`src/rtl/usb_status_uart_tx.sv`:
```
// usb_status_uart_tx
// Pulls status bytes from the USB status annunciator over the inc/q/dv
// handshake and serializes each one as 8N1 / 8N2 UART on the debug pin.
// Everything runs in the clk48 domain; all outputs except busy are registered.

module usb_status_uart_tx #(
    parameter int unsigned DIVISOR     = 416,  // clk48 cycles per UART bit
    parameter int unsigned STOP_BITS   = 1,    // 1 or 2
    parameter int unsigned REQ_TIMEOUT = 255   // max cycles spent waiting for dv
) (
    input  logic       clk48,
    input  logic       rst,
    input  logic       en,
    output logic       inc,
    input  logic [7:0] q,
    input  logic       dv,
    output logic       tx,
    output logic       busy,
    output logic       byte_sent,
    output logic       req_timeout
);

    typedef enum logic [2:0] {
        S_IDLE,
        S_REQ,
        S_START,
        S_DATA,
        S_STOP
    } state_e;

    // Reload value of the bit-period counter and last legal request age.
    localparam logic [15:0] BAUD_LAST = 16'(DIVISOR - 1);
    localparam logic [7:0]  AGE_LAST  = 8'(REQ_TIMEOUT - 1);
    // Index of the final stop bit (0 for one stop bit, 1 for two).
    localparam logic        STOP_LAST = 1'(STOP_BITS - 1);

    state_e      state_q;
    logic [15:0] baud_q;      // counts DIVISOR-1 down to 0 within each bit
    logic [7:0]  age_q;       // cycles spent in REQ so far
    logic [2:0]  bit_q;       // data bit index, LSB first
    logic        stop_q;      // which stop bit is on the line
    logic [7:0]  shift_q;     // byte being shifted out, shift_q[0] is next
    logic        tx_q;
    logic        inc_q;
    logic        sent_q;
    logic        tmo_q;

    logic        baud_done;
    logic        dv_ok;

    // End of the current bit period, and a dv that belongs to this request
    // (the one seen on the first REQ edge is left over from the last byte).
    always_comb begin
        baud_done = (baud_q == 16'd0);
        dv_ok     = dv && (age_q != 8'd0);
    end

    // Request / frame sequencer with registered line, handshake and pulses.
    always_ff @(posedge clk48 or posedge rst) begin
        if (rst) begin
            state_q <= S_IDLE;
            baud_q  <= 16'd0;
            age_q   <= 8'd0;
            bit_q   <= 3'd0;
            stop_q  <= 1'b0;
            shift_q <= 8'd0;
            tx_q    <= 1'b1;
            inc_q   <= 1'b0;
            sent_q  <= 1'b0;
            tmo_q   <= 1'b0;
        end else begin
            sent_q <= 1'b0;
            tmo_q  <= 1'b0;
            case (state_q)
                S_IDLE: begin
                    tx_q  <= 1'b1;
                    inc_q <= 1'b0;
                    if (en) begin
                        state_q <= S_REQ;
                        inc_q   <= 1'b1;
                        age_q   <= 8'd0;
                    end
                end

                // en is deliberately not looked at here: once a byte has
                // been requested it is always taken or timed out.
                S_REQ: begin
                    if (dv_ok) begin
                        shift_q <= q;
                        inc_q   <= 1'b0;
                        baud_q  <= BAUD_LAST;
                        tx_q    <= 1'b0;
                        state_q <= S_START;
                    end else if (age_q == AGE_LAST) begin
                        // Dropping to IDLE guarantees inc is seen low for at
                        // least one cycle before the producer is asked again.
                        inc_q   <= 1'b0;
                        tmo_q   <= 1'b1;
                        state_q <= S_IDLE;
                    end else begin
                        age_q <= age_q + 8'd1;
                    end
                end

                S_START: begin
                    if (baud_done) begin
                        baud_q  <= BAUD_LAST;
                        bit_q   <= 3'd0;
                        tx_q    <= shift_q[0];
                        state_q <= S_DATA;
                    end else begin
                        baud_q <= baud_q - 16'd1;
                    end
                end

                S_DATA: begin
                    if (baud_done) begin
                        baud_q <= BAUD_LAST;
                        if (bit_q == 3'd7) begin
                            tx_q    <= 1'b1;
                            stop_q  <= 1'b0;
                            state_q <= S_STOP;
                        end else begin
                            shift_q <= {1'b0, shift_q[7:1]};
                            tx_q    <= shift_q[1];
                            bit_q   <= bit_q + 3'd1;
                        end
                    end else begin
                        baud_q <= baud_q - 16'd1;
                    end
                end

                S_STOP: begin
                    tx_q <= 1'b1;
                    // Raised one edge early so the registered pulse lands on
                    // the final cycle of the stop period.
                    if (baud_q == 16'd1 && stop_q == STOP_LAST) begin
                        sent_q <= 1'b1;
                    end
                    if (baud_done) begin
                        baud_q <= BAUD_LAST;
                        if (stop_q == STOP_LAST) begin
                            if (en) begin
                                state_q <= S_REQ;
                                inc_q   <= 1'b1;
                                age_q   <= 8'd0;
                            end else begin
                                state_q <= S_IDLE;
                            end
                        end else begin
                            stop_q <= 1'b1;
                        end
                    end else begin
                        baud_q <= baud_q - 16'd1;
                    end
                end

                default: begin
                    state_q <= S_IDLE;
                    tx_q    <= 1'b1;
                    inc_q   <= 1'b0;
                end
            endcase
        end
    end

    assign inc         = inc_q;
    assign tx          = tx_q;
    assign busy        = (state_q != S_IDLE);
    assign byte_sent   = sent_q;
    assign req_timeout = tmo_q;

endmodule

```
`config.mk`:
```
export PLATFORM = sky130hd
export DESIGN_NAME = usb_status_uart_tx
export DESIGN_NICKNAME = d
export VERILOG_FILES = /design/src/rtl/usb_status_uart_tx.sv
export SDC_FILE = /design/constraint.sdc
export NUM_CORES = 1
export LEC_CHECK = 0
export CORE_AREA = 8 8 98 100
export DETAILED_ROUTE_END_ITERATION = 10
export DIE_AREA = 0 0 106 108
export REMOVE_ABC_BUFFERS = 1
export SLEW_MARGIN = 15
export SYNTH_ARGS = -nofsm -noshare
export SYNTH_HDL_FRONTEND = slang
export SYNTH_SLANG_ARGS = --single-unit
```
`constraint.sdc`:
```
create_clock -name clk48 -period 4.01 [get_ports clk48]
set_input_delay 0.802 -clock clk48 [delete_from_list [all_inputs] [get_ports clk48]]
set_output_delay 0.802 -clock clk48 [all_outputs]
set_load 0.03 [all_outputs]
```
======== Word-level counts from Yosys, hierarchy flattened ========
Cells that the tools add are included.
cells by class
  bitwise gates (word level) .............. 2
  reduce and logical (&&, ||, !) cells .... 21
  mux-type cells .......................... 49
  $add $sub $neg .......................... 3
  equality and inequality tests ........... 19
operators by type and width
  cell                   count
  $mux 8                 8
  $mux 3                 11
  $mux 16                2
  $pmux 16 s2            1
  $pmux 8 s3             1
  $ne 2x2->1 const B     11
  $mux 1                 20
  $eq 16x1->1 const B    1
  $logic_not 16->1       1
  $pmux 8 s2             1
  $sub 16x1->16 const B  1
  $pmux 3 s5             1
  $reduce_and 4->1       3
  $reduce_and 5->1       2
  $add 8x1->8 const B    1
  $eq 8x8->1 const B     1
  $reduce_bool 2->1      4
  $reduce_bool 8->1      1
  $reduce_and 7->1       1
  $eq 3x2->1 const B     2
  $eq 3x3->1 const B     2
  $pmux 3 s2             1
  $reduce_bool 3->1      2
  $pmux 1 s4             1
  12 further kinds       14
storage, ports and cells
  flip-flop bits (word level) ............. 43
  input port bits ......................... 12

======== Longest topological paths before layout ========
  depth after elaboration ................. 4
  gate-level depth with buffers ........... 8
  depth with buffers taken out ............ 7

======== Worst setup path after synthesis ========
Ideal clock, no wire load.
  path kind ............................... reg2reg
  from .................................... register age_q[0]
  to ...................................... register shift_q[0]
  setup slack ............................. 1,666 ps
  required time ........................... 3,885 ps
  library setup time ...................... 125 ps
  path buffers ............................ 1
  arrival ................................. 2,219 ps
  cell stages (with the launch flop) ...... 8
  path through ............................ dfrtp_1 > inv_1 > ha_1 > or4b_1 > o211a_1 > clkbuf_1 > a21oi_2 > mux2_2
on the way
  word-level cells in the longest chain between the ends .. 4
ends and longest elaborated chain
  item                               line  text
  start, declared                    39    logic [7:0] age_q;
  start signal, assigned             101   age_q <= age_q + 8'd1;
  $reduce_bool 8->1                  55    dv_ok = dv && (age_q != 8'd0);
  $logic_and 1x1->1                  55
  $ne 2x2->1 (no source line)        --
  $reduce_and 4->1 (no source line)  --
  end signal, assigned               89    shift_q <= q;
  end signal, assigned               124   shift_q <= {1'b0, shift_q[7:1]};
  end, declared                      42    logic [7:0] shift_q;
Every way passes these cells.
A chain may end at the register's enable or synchronous reset.

======== Worst setup path after layout ========
  from .................................... register age_q[0]
  to ...................................... register baud_q[8]
on the way
  word-level cells in the longest chain between the ends .. 4
ends and longest elaborated chain
  item                               line  text
  $reduce_bool 8->1                  55
  $logic_and 1x1->1                  55
  $ne 2x2->1 (no source line)        --
  $reduce_and 2->1 (no source line)  --
  end signal, assigned               112   baud_q <= baud_q - 16'd1;
  end signal, assigned               129   baud_q <= baud_q - 16'd1;
  end signal, assigned               154   baud_q <= baud_q - 16'd1;
  end, declared                      38    logic [15:0] baud_q;
Every way passes these cells.

==> impl_metrics.tcl <==
set metrics [dict create \
    stdcell_area_mm2 0.00273 \
    grt-ovfl-total 0 \
    worst_pin_slew_ns 0.687 \
    setup_viol 0 \
    dp_hpwl_um 3590 \
    ff_latch_area_mm2 0.00105 \
    coreArea_mm2 0.00805 \
    cts_resized 0 \
    std_cell_rows 33 \
    synth_warnings 0 \
    relSlewSlack 0.542 \
    grt_pass1_wl_um 8860 \
    numCtsBuffers 5 \
    io_buffers 16 \
    insertion_delay_ns 0.28 \
    hold_path_class "register to register" \
    holdBufCountCts 0 \
    crit_slowest_cell "o21ai_0" \
    synth-edff-count 0 \
    syn_avg_cell_area_um2 9.85 \
    grt_start_max_net_pins 43 \
    cts.clk_slew.worst_paths_ns 0.08 \
    outcome "finished clean" \
    cp_cell_sequence "inv_1 > ha_1 > or4b_1 > o211a_1 > o21ai_0 > nor4_1 > or3_1" \
    finClkSkew_ns 0.00892 \
    first_pass_iters 4 \
    drt_iter0_drc 135 \
    fill_cells 838 \
    drive_above_1_share 0.128 \
    placed_area_mm2 0.00264 \
    wl_per_cell_um 14.0 \
    vdd_drop_max_mv 0.174 \
    synth_cell_types 55 \
    initial_core_util 0.294 \
    tns_ns 0 \
    maxSlewViolCount 0 \
    synthTopCellsByArea "dfrtp_1 43%, mux2_2 6.7%, ha_1 4.2%, nand2_1 3.2%, o21ai_0 3.0%" \
    cp-end-kind "register" \
    grt_pass1_vias 1869 \
    synth_seq_area_share 0.445 \
    cts_tree "done" \
    criticalPathCategory "register to register" \
    p_leak_nw 1.17 \
    synth_top_area_frac 0.434 \
    post_cts_buffers 0 \
    grt_setup_unrepaired "no" \
    num_vias 1866 \
    critPathMaxStageDelay_ns 0.55 \
    multiInputGateArea_mm2 0.00125 \
    ant_nets 0 \
    ys_ff_latch 42 \
    die_width_um 106 \
    htreeDepth 2 \
    place_ws_ns 1.18 \
    period_needed_ns 2.78 \
    cp.arrival_ns 2.94 \
    drt-total-wl_um 5070 \
    gp_congestion 0.842 \
    drcViolationCount 0 \
    clock_path_buffers 2 \
    p_per_area_mw_per_mm2 267 \
    period_share 0.692 \
    grtUsageTotal 0.0910 \
    synthFlopType "dfrtp_1" \
    die_y_um 108 \
    drv_cap 0 \
    antenna_found_initial 0 \
    synthArstFlopShare 1.00 \
    cts_root_buf "clkbuf_8" \
    via_per_inst 5.15 \
    fmax_ghz 0.360 \
    cts.sinks 42 \
    yosys.area.top_type "dfrtp_1" \
    antenna_cells 0 \
    start_kind "register" \
    nNetsFinal 276 \
    hold_violations 0 \
    synthCells 240 \
    die-area_mm2 0.0114 \
    netlist_area_mm2 0.00236 \
    required_ns 4.18 \
    top_level_ports 17 \
    setup_ws_ns 1.23 \
    syn2layout_area_growth_pct 15.2 \
    cp_max_fo 14 \
]
## sequential cells by signal, summed over array words and instances, names as in the netlist
| signal | flops |
|---|---|
| baud_q | 16 |
| age_q | 8 |
| shift_q | 8 |
| bit_q | 3 |
| state_q | 3 |
| byte_sent | 1 |
| inc | 1 |
| req_timeout | 1 |
| tx | 1 |
## cell usage after synthesis, types with 5 or more instances
cell	count
a21oi_1	7
nor3_1	10
nor2_1	15
mux2_2	14
o211ai_1	5
clkbuf_1	7
nand3_1	6
o21ai_0	14
nand2_1	20
dfrtp_1	41
or3_1	7
inv_1	8
ha_1	8
a31oi_1	5
xor2_1	6
## worst max-delay path, delay by kind of cell, from the launching register on
| kind | cells | cell delay [ns] |
|---|---|---|
| compound gates | 2 | 0.97 |
| simple gates | 3 | 0.94 |
| flops | 1 | 0.44 |
| fa+ha+maj | 1 | 0.17 |
| buf+inv | 1 | 0.14 |
## final timing paths
check	from	to	slack [ns]	cells after the start
worst min register to register	baud_q[15]	byte_sent	0.48	1
worst max-delay path	age_q[0]	baud_q[8]	1.23	7
worst max register to register	age_q[0]	baud_q[8]	1.23	7
max in group asynchronous	rst	baud_q[4]	2.67	3
min in group asynchronous	rst	baud_q[11]	0.95	3
worst min-delay path	baud_q[15]	byte_sent	0.48	1
## per-stage QoR
| stage | power, mW | hold slack (ns) | utilization | std cells |
|---|---|---|---|---|
| 2_1_floorplan | 0.441 | 0.441 | - | 231 |
| 3_3_place_gp | 0.458 | 0.462 | 0.327 | 354 |
| 3_5_place_dp | 0.458 | 0.471 | 0.327 | 354 |
| 4_1_cts | 0.738 | 0.483 | 0.338 | 362 |
| 5_1_grt | 0.755 | 0.507 | 0.338 | 362 |
| 6_report | 0.728 | 0.476 | 0.338 | 362 |
## area by class of cell
cell class | count | area share
multi-input combinational | 181 | 0.457
sequential | 42 | 0.386
timing repair buffer | 18 | 0.0643
tap | 105 | 0.0482
clock buffer | 8 | 0.0331
inverter | 8 | 0.0110
## metal layers
layer  share of wire  GRT usage  vias to the layer above
met3           0.049     0.0214                        4
li1                -          -                      922
met1            0.49      0.128                      894
met2            0.45      0.140                       46
met4          0.0075     0.0181                        0
met5               0          0                        -
## power breakdown
part           internal [mW]  leakage [nW]  switching (mW)
Clock                  0.141        0.0455           0.139
Combinational         0.0114         0.601          0.0126
Sequential             0.424         0.524        0.000805
## cell families (layout without fill, tap and decap cells)
group	count (synthesis)	in the layout	synth area share
compound gates	61	61	0.178
flops	42	42	0.445
xor+xnor	8	8	0.0296
mux	17	17	0.0794
fa+ha+maj	8	8	0.0423
buf+inv	17	34	0.0280
simple gates	87	87	0.198
## layout by cell type (no fill, tap or decap), drive strengths merged, types with 10 or more instances in the layout
cell type	count
nor2	15
nor3	10
o21ai	14
mux2	14
dfrtp	41
clkdlybuf4s50	16
nand2	20
Power figures use the tool's default switching activity.
